## src/rtl/multicycle_control_if.sv

```systemverilog
// Bus between the multicycle control FSM and the datapath/memory it drives.
// The master modport is the controller side; the slave modport is the datapath side.
interface multicycle_control_if;
  logic [5:0] opcode;
  logic [4:0] rt;
  logic       mem_ready;
  logic       pc_write;
  logic       pc_write_cond;
  logic       iord;
  logic       ir_write;
  logic       mem_read;
  logic       mem_write;
  logic       regdest;
  logic       memtoreg;
  logic       regwrite;
  logic       alusrc_a;
  logic [1:0] alusrc_b;
  logic [1:0] aluop;
  logic [2:0] branch;
  logic [1:0] immedateop;
  logic [1:0] pc_source;
  logic       illegal;
  logic [3:0] state;

  modport master (
    input  opcode, rt, mem_ready,
    output pc_write, pc_write_cond, iord, ir_write, mem_read, mem_write,
           regdest, memtoreg, regwrite, alusrc_a, alusrc_b, aluop, branch,
           immedateop, pc_source, illegal, state
  );

  modport slave (
    output opcode, rt, mem_ready,
    input  pc_write, pc_write_cond, iord, ir_write, mem_read, mem_write,
           regdest, memtoreg, regwrite, alusrc_a, alusrc_b, aluop, branch,
           immedateop, pc_source, illegal, state
  );
endinterface

```

## src/rtl/multicycle_control.sv

```systemverilog
// Moore control FSM for a multicycle MIPS-style datapath.
// Define MC_BRANCH_EXT_EN to decode bgtz (000111) and the regimm (000001) branches.
module multicycle_control (
  input  logic                        clk,
  input  logic                        reset_n,
  multicycle_control_if.master        bus
);

  typedef enum logic [3:0] {
    S_FETCH  = 4'd0,  S_DECODE = 4'd1,  S_MEMADR = 4'd2,  S_MEMRD  = 4'd3,
    S_MEMWB  = 4'd4,  S_MEMWR  = 4'd5,  S_EXEC   = 4'd6,  S_RWB    = 4'd7,
    S_BRANCH = 4'd8,  S_IEXEC  = 4'd9,  S_IWB    = 4'd10, S_JUMP   = 4'd11,
    S_JAL    = 4'd12
  } state_t;

  localparam logic [5:0] OP_RTYPE  = 6'b000000;
  localparam logic [5:0] OP_LW     = 6'b100011;
  localparam logic [5:0] OP_SW     = 6'b101011;
  localparam logic [5:0] OP_BEQ    = 6'b000100;
  localparam logic [5:0] OP_BNE    = 6'b000101;
  localparam logic [5:0] OP_ADDI   = 6'b001000;
  localparam logic [5:0] OP_ANDI   = 6'b001100;
  localparam logic [5:0] OP_J      = 6'b000010;
  localparam logic [5:0] OP_JAL    = 6'b000011;
`ifdef MC_BRANCH_EXT_EN
  localparam logic [5:0] OP_BGTZ   = 6'b000111;
  localparam logic [5:0] OP_REGIMM = 6'b000001;
`endif

  state_t     r_state, w_next;
  logic       w_pc_write, w_pc_write_cond, w_iord, w_ir_write, w_mem_read, w_mem_write;
  logic       w_regdest, w_memtoreg, w_regwrite, w_alusrc_a, w_illegal;
  logic [1:0] w_alusrc_b, w_aluop, w_immop, w_pc_source;
  logic [2:0] w_branch;

  // NOTE: non-blocking assignment for every sequential register so all flops update together.
  always_ff @(posedge clk or negedge reset_n) begin
    if (!reset_n) r_state <= S_FETCH;
    else          r_state <= w_next;
  end

  always_comb begin
    w_immop = (bus.opcode == OP_ANDI) ? 2'b10 :
              (bus.opcode == OP_ADDI) ? 2'b01 : 2'b00;
  end

  // NOTE: every output gets a default before the case so no path infers a latch.
  always_comb begin
    w_next          = r_state;
    w_pc_write      = 1'b0;
    w_pc_write_cond = 1'b0;
    w_iord          = 1'b0;
    w_ir_write      = 1'b0;
    w_mem_read      = 1'b0;
    w_mem_write     = 1'b0;
    w_regdest       = 1'b0;
    w_memtoreg      = 1'b0;
    w_regwrite      = 1'b0;
    w_alusrc_a      = 1'b0;
    w_alusrc_b      = 2'd0;
    w_aluop         = 2'd0;
    w_branch        = 3'b000;
    w_immedateop_clear();
    w_pc_source     = 2'd0;
    w_illegal       = 1'b0;
    case (r_state)
      S_FETCH: begin
        w_mem_read = 1'b1;
        w_alusrc_b = 2'd1;
        if (bus.mem_ready) begin
          w_ir_write = 1'b1;
          w_pc_write = 1'b1;
          w_next     = S_DECODE;
        end
      end
      S_DECODE: begin
        w_alusrc_b = 2'd3;
        case (bus.opcode)
          OP_RTYPE:        w_next = S_EXEC;
          OP_LW, OP_SW:    w_next = S_MEMADR;
          OP_BEQ, OP_BNE:  w_next = S_BRANCH;
`ifdef MC_BRANCH_EXT_EN
          OP_BGTZ, OP_REGIMM: w_next = S_BRANCH;
`endif
          OP_ADDI, OP_ANDI: w_next = S_IEXEC;
          OP_J:            w_next = S_JUMP;
          OP_JAL:          w_next = S_JAL;
          default: begin
            w_illegal = 1'b1;
            w_next    = S_FETCH;
          end
        endcase
      end
      S_MEMADR: begin
        w_alusrc_a = 1'b1;
        w_alusrc_b = 2'd2;
        w_next     = (bus.opcode == OP_SW) ? S_MEMWR : S_MEMRD;
      end
      S_MEMRD: begin
        w_mem_read = 1'b1;
        w_iord     = 1'b1;
        if (bus.mem_ready) w_next = S_MEMWB;
      end
      S_MEMWB: begin
        w_regwrite = 1'b1;
        w_memtoreg = 1'b1;
        w_next     = S_FETCH;
      end
      S_MEMWR: begin
        w_mem_write = 1'b1;
        w_iord      = 1'b1;
        if (bus.mem_ready) w_next = S_FETCH;
      end
      S_EXEC: begin
        w_alusrc_a = 1'b1;
        w_aluop    = 2'd2;
        w_next     = S_RWB;
      end
      S_RWB: begin
        w_regwrite = 1'b1;
        w_regdest  = 1'b1;
        w_next     = S_FETCH;
      end
      S_BRANCH: begin
        w_alusrc_a      = 1'b1;
        w_aluop         = 2'd1;
        w_pc_source     = 2'd1;
        w_pc_write_cond = 1'b1;
        case (bus.opcode)
          OP_BEQ: w_branch = 3'b001;
          OP_BNE: w_branch = 3'b010;
`ifdef MC_BRANCH_EXT_EN
          OP_BGTZ: begin
            if (bus.rt == 5'd0) w_branch = 3'b011;
            else                w_pc_write_cond = 1'b0;
          end
          OP_REGIMM: begin
            if (bus.rt == 5'd1)      w_branch = 3'b100;
            else if (bus.rt == 5'd0) w_branch = 3'b101;
            else                     w_pc_write_cond = 1'b0;
          end
`endif
          default: w_pc_write_cond = 1'b0;
        endcase
        w_next = S_FETCH;
      end
      S_IEXEC: begin
        w_alusrc_a = 1'b1;
        w_alusrc_b = 2'd2;
        w_aluop    = 2'd3;
        w_next     = S_IWB;
      end
      S_IWB: begin
        w_regwrite = 1'b1;
        w_next     = S_FETCH;
      end
      S_JUMP: begin
        w_pc_write  = 1'b1;
        w_pc_source = 2'd2;
        w_next      = S_FETCH;
      end
      S_JAL: begin
        w_pc_write  = 1'b1;
        w_pc_source = 2'd2;
        w_regwrite  = 1'b1;
        w_next      = S_FETCH;
      end
      default: w_next = S_FETCH;
    endcase
  end

  // Empty helper: immediate-op is driven only in the two immediate states, at the output.
  function automatic void w_immedateop_clear();
  endfunction

`ifndef MC_BRANCH_EXT_EN
  logic w_unused_rt;
  assign w_unused_rt = ^bus.rt;
`endif

  // Reset gates every output directly so strobes drop the instant reset_n falls.
  assign bus.pc_write      = reset_n & w_pc_write;
  assign bus.pc_write_cond = reset_n & w_pc_write_cond;
  assign bus.iord          = reset_n & w_iord;
  assign bus.ir_write      = reset_n & w_ir_write;
  assign bus.mem_read      = reset_n & w_mem_read;
  assign bus.mem_write     = reset_n & w_mem_write;
  assign bus.regdest       = reset_n & w_regdest;
  assign bus.memtoreg      = reset_n & w_memtoreg;
  assign bus.regwrite      = reset_n & w_regwrite;
  assign bus.alusrc_a      = reset_n & w_alusrc_a;
  assign bus.illegal       = reset_n & w_illegal;
  assign bus.alusrc_b      = reset_n ? w_alusrc_b  : 2'd0;
  assign bus.aluop         = reset_n ? w_aluop     : 2'd0;
  assign bus.branch        = reset_n ? w_branch    : 3'b000;
  assign bus.pc_source     = reset_n ? w_pc_source : 2'd0;
  assign bus.immedateop    = (reset_n && (r_state == S_IEXEC || r_state == S_IWB)) ? w_immop : 2'b00;
  assign bus.state         = r_state;

endmodule

```

## src/flat_wrapper.sv

```systemverilog
// flat-port wrapper written by rule: the top's interface ports become plain ports
module multicycle_control_flat 
  (clk, reset_n, bus_opcode, bus_rt, bus_mem_ready, bus_pc_write, bus_pc_write_cond, bus_iord, bus_ir_write, bus_mem_read, bus_mem_write, bus_regdest, bus_memtoreg, bus_regwrite, bus_alusrc_a, bus_alusrc_b, bus_aluop, bus_branch, bus_immedateop, bus_pc_source, bus_illegal, bus_state);
  multicycle_control_if bus_i ();
  input  logic clk;
  input  logic reset_n;
  input wire logic [$bits(bus_i.opcode)-1:0] bus_opcode;
  input wire logic [$bits(bus_i.rt)-1:0] bus_rt;
  input wire logic [$bits(bus_i.mem_ready)-1:0] bus_mem_ready;
  output wire logic [$bits(bus_i.pc_write)-1:0] bus_pc_write;
  output wire logic [$bits(bus_i.pc_write_cond)-1:0] bus_pc_write_cond;
  output wire logic [$bits(bus_i.iord)-1:0] bus_iord;
  output wire logic [$bits(bus_i.ir_write)-1:0] bus_ir_write;
  output wire logic [$bits(bus_i.mem_read)-1:0] bus_mem_read;
  output wire logic [$bits(bus_i.mem_write)-1:0] bus_mem_write;
  output wire logic [$bits(bus_i.regdest)-1:0] bus_regdest;
  output wire logic [$bits(bus_i.memtoreg)-1:0] bus_memtoreg;
  output wire logic [$bits(bus_i.regwrite)-1:0] bus_regwrite;
  output wire logic [$bits(bus_i.alusrc_a)-1:0] bus_alusrc_a;
  output wire logic [$bits(bus_i.alusrc_b)-1:0] bus_alusrc_b;
  output wire logic [$bits(bus_i.aluop)-1:0] bus_aluop;
  output wire logic [$bits(bus_i.branch)-1:0] bus_branch;
  output wire logic [$bits(bus_i.immedateop)-1:0] bus_immedateop;
  output wire logic [$bits(bus_i.pc_source)-1:0] bus_pc_source;
  output wire logic [$bits(bus_i.illegal)-1:0] bus_illegal;
  output wire logic [$bits(bus_i.state)-1:0] bus_state;
  assign bus_i.opcode = bus_opcode;
  assign bus_i.rt = bus_rt;
  assign bus_i.mem_ready = bus_mem_ready;
  assign bus_pc_write = bus_i.pc_write;
  assign bus_pc_write_cond = bus_i.pc_write_cond;
  assign bus_iord = bus_i.iord;
  assign bus_ir_write = bus_i.ir_write;
  assign bus_mem_read = bus_i.mem_read;
  assign bus_mem_write = bus_i.mem_write;
  assign bus_regdest = bus_i.regdest;
  assign bus_memtoreg = bus_i.memtoreg;
  assign bus_regwrite = bus_i.regwrite;
  assign bus_alusrc_a = bus_i.alusrc_a;
  assign bus_alusrc_b = bus_i.alusrc_b;
  assign bus_aluop = bus_i.aluop;
  assign bus_branch = bus_i.branch;
  assign bus_immedateop = bus_i.immedateop;
  assign bus_pc_source = bus_i.pc_source;
  assign bus_illegal = bus_i.illegal;
  assign bus_state = bus_i.state;
  multicycle_control u_core (.clk(clk), .reset_n(reset_n), .bus(bus_i));
endmodule
```

## config.mk

```make
export PLATFORM = sky130hd
export DESIGN_NAME = multicycle_control_flat
export DESIGN_NICKNAME = d
export VERILOG_FILES = /design/src/rtl/multicycle_control_if.sv /design/src/rtl/multicycle_control.sv /design/src/flat_wrapper.sv
export SDC_FILE = /design/constraint.sdc
export NUM_CORES = 1
export LEC_CHECK = 0
export CAP_MARGIN = 0
export CORE_MARGIN = 4
export CORE_UTILIZATION = 38
export CTS_CLUSTER_DIAMETER = 50
export DETAILED_ROUTE_END_ITERATION = 7
export PLACE_DENSITY = 0.8
export SKIP_CTS_REPAIR_TIMING = 1
export SYNTH_ARGS = -nofsm -noshare
export SYNTH_HDL_FRONTEND = slang
export SYNTH_SLANG_ARGS = --single-unit
export TNS_END_PERCENT = 1
```

## constraint.sdc

```tcl
create_clock -name clk -period 1.45 [get_ports clk]
set_clock_uncertainty 0.05 [all_clocks]
set_input_delay 0.145 -clock clk [delete_from_list [all_inputs] [get_ports clk]]
set_output_delay 0.145 -clock clk [all_outputs]
set_load 0.05 [all_outputs]
```

==> flow_metrics.tcl, run 1 <==
set metrics [dict create \
    synthesis.nets 113 \
    haltStage "global routing" \
    h-tree-depth 1 \
    start_util_pct 40.9 \
    yosys.area.top_type "dfrtp_1" \
    clockRootBuffer "clkbuf_4" \
    error "[ERROR DPL-0038] Utilization greater than 100%, impossible to legalize" \
    grt_start_max_net_pins 10 \
    ys_types 41 \
    clockBufferDepth 2 \
    async_reset_ff_share_pct 100 \
    synth_area_leaders "dfrtp_1 14%, nor2_1 8.4%, buf_6 7.9%" \
    synth_top_area_share_pct 14.0 \
    seq_area_frac_synth_pct 14.0 \
    synth_area_um2 713 \
    die_h_um 51.3 \
    worstEpCategory "primary output" \
    synth_area_per_cell_um2 7.20 \
    die_x_um 51.3 \
    gp_congestion 0.886 \
    dp_hpwl_mm 2.52 \
    synth-seq-cells 4 \
    clkSinkCount 4 \
    portBuffers 33 \
    cts_buffers 3 \
    status "aborted with a tool error" \
    rows 15 \
    dpl_worst_slack_ns -0.328 \
    place_area_mm2 0.00159 \
    ys_warn_count 0 \
    synth-edff-count 0 \
    synthFlopType "dfrtp_1" \
    synth_cells 99 \
    io-pin-count 40 \
    worst_endpoint "bus_pc_write" \
]
-- cells by family after synthesis --
logic type	count (synthesis)	share of synthesized area, %
XOR/XNOR	4	4.91
AO/OA/AOI/OAI	17	16.0
flip-flops	4	14.0
buffers and inverters	13	14.9
AND/OR/NAND/NOR	57	45.1
other	1	0.526
multiplexers	3	4.56
-- stage by stage --
stage | cells | setup TNS [ns] | hold WS, ns | utilization (%)
3_3_place_gp | 187 | -2.86 | 0.561 | 91.0
4_1_cts | 190 | -5.97 | 0.345 | 92.3
2_1_floorplan | 99 | -6.07 | -0.201 | -
3_5_place_dp | 187 | -4.14 | 0.592 | 91.0
-- Yosys cell counts, drive strengths merged, types with 2 or more instances --
library cell  count
a21oi             3
and2              2
and3              6
buf               9
dfrtp             4
inv               3
mux2              2
nand2             7
nand2b            3
nand3             4
nand3b            2
nor2             18
nor2b             4
nor3              3
nor3b             2
nor4              2
o21ai             5
or2               2
xnor2             3
==> run 2: changes to the inputs <==
- CORE_AREA: not set -> 4 4 65 67
- CORE_MARGIN: 4 -> not set
- CORE_UTILIZATION: 38 -> not set
- CTS_CLUSTER_DIAMETER: 50 -> not set
- DIE_AREA: not set -> 0 0 69 71
- PLACE_DENSITY: 0.8 -> not set
- PLACE_DENSITY_LB_ADDON: not set -> 0.15
==> run 2 against run 1 <==
Against the previous run: the flow now finishes, with violations (negative setup slack); synthesized cell count did not move; synthesized area did not move.
==> flow_metrics.tcl, run 2 <==
set metrics [dict create \
    ys_warn_count 0 \
    end_kind "primary output" \
    seq_area_frac_synth_pct 14.0 \
    critPathArrivalTime_ns 1.52 \
    antennaDiodeCount 0 \
    io-pin-count 40 \
    p_clk_share_pct 8.7 \
    path_cells "or2_4 -> mux2i_1 -> and3_1 -> or2_4 -> buf_12" \
    antenna_found_initial 0 \
    synth_most_common_cell "nor2_1" \
    cp.required_ns 1.25 \
    setup_tns_ns -3.62 \
    synth_area_um2 713 \
    grt_pass1_vias 915 \
    register_area_um2 105 \
    startpoint_type "flip-flop" \
    layout.nets 177 \
    area_growth_syn_to_layout_pct 142 \
    core-area_mm2 0.00363 \
    cts_tree "done" \
    period_share_pct 118 \
    track_usage_pct 10.5 \
    rsz0062_at_grt "true" \
    grt_start_max_net_pins 12 \
    final_common_cell "buf_4" \
    min_period_ns 1.71 \
    synthFlopType "dfrtp_1" \
    synth_top_area_share_pct 14.0 \
    synth_area_leaders "dfrtp_1 14%, nor2_1 8.4%, buf_6 7.9%" \
    p_leak_uw 0.000745 \
    grt_overflow 0 \
    die_h_um 71 \
    synth_cells 99 \
    maxSlewViolCount 0 \
    multi_input_area_um2 633 \
    synth_commonest_cells "16 x nor2_1, 7 x nand2_1, 5 x and3_1, 5 x buf_6, 5 x o21ai_0" \
    rows 22 \
    final_cell_mix "34 x buf_4, 26 x buf_12, 10 x nor2_1" \
    critPathBufInv 1 \
    vias 932 \
    wire_per_inst_um 12.1 \
    vdd_drop_max_mv 0.469 \
    clockRootBuffer "clkbuf_8" \
    synth-seq-cells 4 \
    ant_nets 0 \
    grt_pass1_wl_mm 4.28 \
    drc_errors 0 \
    setup_slack_ns -0.263 \
    drt_iter0_drc 18 \
    dp_hpwl_mm 2.13 \
    p_seq_share_pct 8.7 \
    cp_top_family "simple AND/OR/NAND/NOR gates" \
    final-setup-viol-count 20 \
    dpl_worst_slack_ns -0.274 \
    portBuffers 33 \
    clkTransAtPathRegs_ns 0.03 \
    violations "negative setup slack" \
    power.net_switching_uw 1240 \
    maxCapViolCount 0 \
    h-tree-depth 1 \
    dr.pass1.iters 4 \
    synth_area_per_cell_um2 7.20 \
    via_per_inst 4.46 \
    final_hold_viol_count 0 \
    async_reset_ff_share_pct 100 \
    p_per_area_mw_per_mm2 1540 \
    yosys.area.top_type "dfrtp_1" \
    start_util_pct 19.6 \
    p_sw_share_pct 46.4 \
    fillers 370 \
    hold_class "input pin to async pin" \
    clkSinkCount 4 \
    largest_register_ff_count 4 \
    clkLatencyLatePin_ns 0.22 \
    worstSetupPathType "flip-flop to primary output" \
    p_comb_share_pct 82.6 \
    p_int_uw 1430 \
    r2r_slack_ns 0.05 \
    slowest_stage "dfrtp_2" \
    gp_congestion 0.786 \
    drt-total-wl_mm 2.52 \
    ys_types 41 \
    synth-edff-count 0 \
    layout-drive-gt1-share_pct 60.2 \
    crit_path_frequent_cell "or2_4" \
    fp.dieArea_mm2 0.00490 \
    slowest_delay_ns 0.44 \
    die_x_um 69 \
    synthesis.nets 113 \
    cts_buffers 3 \
    fmax_mhz 584 \
    clockBufferDepth 2 \
    crit_fanout 6 \
    status "finished with violations" \
]
==> run 2: cell counts after synthesis <==
Identical to the previous run, type by type.
==> run 2: worst register-to-register path: stages, from the launching register on <==
cell and delay [ns]:
dfrtp_2 0.44, buf_12 0.16, xnor2_4 0.14, buf_4 0.14, a221oi_2 0.21, a41oi_1 0.07, nor2_1 0.11
==> run 2: cell type report <==
| class | count | area share (%) |
|---|---|---|
| tap | 48 | 3.48 |
| sequential | 4 | 6.08 |
| inverter | 3 | 0.797 |
| timing repair buffer | 69 | 50.6 |
| clock buffer | 3 | 2.39 |
| multi-input combinational | 82 | 36.6 |
==> run 2: stage by stage <==
step / total power [µW] / utilization (%) / instances / hold slack (ns) / area, µm²
3_3_place_gp: 2300 / 44.0 / 206 / 0.468 / 1600
5_1_grt: 2830 / 47.6 / 209 / 0.0588 / 1730
6_report: 2670 / 47.6 / 209 / 0.0441 / 1730
2_1_floorplan: 1320 / - / 99 / -0.201 / 782
4_1_cts: 2550 / 45.2 / 209 / 0.380 / 1640
3_5_place_dp: 2310 / 44.0 / 206 / 0.465 / 1600
==> run 2: power by group through the flow <==
stage	registers [µW]	clock network, µW	logic, µW
3_5_place_dp	232	0	2070
6_report	232	232	2200
2_1_floorplan	327	0	998
3_3_place_gp	234	0	2070
5_1_grt	245	244	2340
4_1_cts	232	236	2080
==> run 2: cell families after synthesis <==
kind of cell	after synthesis	synth area share, %
xor gates and xnor gates	4	4.91
AOI/OAI and AO/OA	17	16.0
other	1	0.526
and+or+nand+nor	57	45.1
buffers and inverters	13	14.9
muxes	3	4.56
DFF	4	14.0
==> run 2: path summary, 6_finish.rpt <==
path / from / endpoint / depth (start not counted)
min in group clk: bus_opcode[1] / u_core.bus.state[1]$_DFFE_PN0P_ / 5
setup / recovery: u_core.bus.state[0]$_DFFE_PN0P_ / bus_pc_write / 5
setup reg to reg: u_core.bus.state[0]$_DFFE_PN0P_ / u_core.bus.state[0]$_DFFE_PN0P_ / 6
hold / removal: reset_n / u_core.bus.state[1]$_DFFE_PN0P_ / 2
hold reg to reg: u_core.bus.state[3]$_DFFE_PN0P_ / u_core.bus.state[0]$_DFFE_PN0P_ / 1
max in group asynchronous: reset_n / u_core.bus.state[3]$_DFFE_PN0P_ / 2
==> run 2: metal layers <==
| layer | global-route usage, % | wire (µm) | vias to the layer above |
|---|---|---|---|
| met5 | 0 | 0 | - |
| met4 | 4.56 | 24 | 0 |
| met3 | 2.98 | 150 | 4 |
| met2 | 18.1 | 1350 | 31 |
| met1 | 12.1 | 1000 | 430 |
| li1 | - | - | 467 |
Power figures use the tool's default switching activity.
==> run 3: changes to the inputs <==
- RECOVER_POWER: not set -> 100
==> run 3 against run 2 <==
Against the previous run: the run still ends with negative setup slack left; sequential cell count is the same; non-clock buffer count unchanged; first-iteration DRC count did not move; largest power group unchanged.
==> flow_metrics.tcl, run 3 (synthesized netlist as in run 2, its figures left out) <==
set metrics [dict create \
    via_per_inst 4.47 \
    place_area_mm2 0.00160 \
    clockRootBuffer "clkbuf_8" \
    slowest_stage "dfrtp_2" \
    worst_hold_slack_ns 0.0434 \
    startpoint "u_core.bus.state[0]$_DFFE_PN0P_" \
    cp.required_ns 1.25 \
    p_per_area_mw_per_mm2 1550 \
    clkTransAtPathRegs_ns 0.03 \
    wire_per_inst_um 12.2 \
    rr_worst_depth 6 \
    r2r-end "u_core.bus.state[0]$_DFFE_PN0P_" \
    clockBufferDepth 2 \
    maxSlewViolCount 0 \
    drt_iter0_drc 18 \
    setup_slack_ns -0.263 \
    die_x_um 69 \
    dr.pass1.iters 4 \
    final_cell_area_mm2 0.00172 \
    end_kind "primary output" \
    fin_total_pwr_uw 2670 \
    portBuffers 33 \
    rsz0062_at_grt "true" \
    fp.dieArea_mm2 0.00490 \
    hold_class "input pin to async pin" \
    crit_fanout 6 \
    antenna_found_initial 0 \
    startpoint_type "flip-flop" \
    cts_buffers 3 \
    period_share_pct 118 \
    multi_input_area_um2 633 \
    drc_errors 0 \
    violations "negative setup slack" \
    ant_nets 0 \
    crit_path_frequent_cell "or2_4" \
    area_growth_syn_to_layout_pct 142 \
    drt-total-wl_mm 2.54 \
    rows 22 \
    core-area_mm2 0.00363 \
    h-tree-depth 1 \
    final-setup-viol-count 20 \
    min_period_ns 1.71 \
    final_common_cell "buf_4" \
    fin_cells 209 \
    path_cells "or2_4 -> mux2i_1 -> and3_1 -> or2_4 -> buf_12" \
    die_h_um 71 \
    r2r_slack_ns 0.05 \
    maxCapViolCount 0 \
    fillers 369 \
    layout.nets 177 \
    vias 934 \
    clkLatencyLatePin_ns 0.22 \
    worstReg2RegStart "u_core.bus.state[0]$_DFFE_PN0P_" \
    status "finished with violations" \
    gp_congestion 0.786 \
    critPathArrivalTime_ns 1.52 \
    track_usage_pct 10.5 \
    slowest_delay_ns 0.44 \
    vdd_drop_max_mv 0.469 \
    io-pin-count 40 \
    grt_overflow 0 \
    layout-drive-gt1-share_pct 59.6 \
    dp.cells 206 \
    final_cell_mix "33 x buf_4, 26 x buf_12, 10 x nor2_1" \
    largest_register_ff_count 4 \
    worstSetupPathType "flip-flop to primary output" \
    grt_pass1_vias 915 \
    cts_tree "done" \
    register_area_um2 105 \
    p_leak_uw 0.000742 \
    dp_hpwl_mm 2.13 \
    grt_start_max_net_pins 12 \
    grt_pass1_wl_mm 4.28 \
    start_util_pct 19.6 \
    antennaDiodeCount 0 \
    clkSinkCount 4 \
    fmax_mhz 584 \
    final_hold_viol_count 0 \
]
## run 3: cell count changes in the layout (fill, tap and decap cells not counted), sizes merged
cell | before | now
buf | 61 | 60
clkbuf | 3 | 4
## run 3: worst max path at each step
| stage | to | cells after the start |
|---|---|---|
| final | bus_pc_write | 5 |
| after floorplan | bus_branch[0] | 4 |
| after global routing | bus_branch[0] | 6 |
| after global placement | bus_immedateop[0] | 6 |
| after detailed placement | bus_immedateop[0] | 6 |
| after CTS | bus_immedateop[0] | 6 |
## run 3: critical path, delay by kind of cell (launching register included)
kind                   cells  cell delay (ns)
muxes                      1             0.12
buffers and inverters      1             0.13
DFF                        1             0.44
and+or+nand+nor            3             0.60
## run 3: power by group
group	switching, µW	total (µW)	internal [µW]
Combinational	1110	2210	1100
Sequential	75.7	232	156
Clock	55.2	232	177
Total	1240	2670	1430
## run 3: layout make-up
type                            instances  share of cell area (%)
Timing Repair Buffer                   69                    50.5
Multi-Input combinational cell         82                    36.7
Sequential cell                         4                    6.10
Tap cell                               48                    3.48
Clock buffer                            3                    2.39
Inverter                                3                   0.798
## run 3: metrics by stage
stage,utilization (%),TNS [ns],setup WS (ns)
floorplan,-,-6.07,-0.549
global placement,44.0,-3.58,-0.249
detailed placement,44.0,-3.97,-0.274
CTS,45.2,-4.75,-0.292
global route,47.5,-5.15,-0.353
finish,47.5,-3.62,-0.263
## run 3: per-layer routing
metal  wire [µm]  track usage (%)  up-vias  share of wire (%)
li1            -                -      468                  -
met1        1020             12.1      431                 40
met2        1350             18.1       31                 53
met3         152             2.98        4                6.0
met4          24             4.56        0               0.94
met5           0                0        -                  0
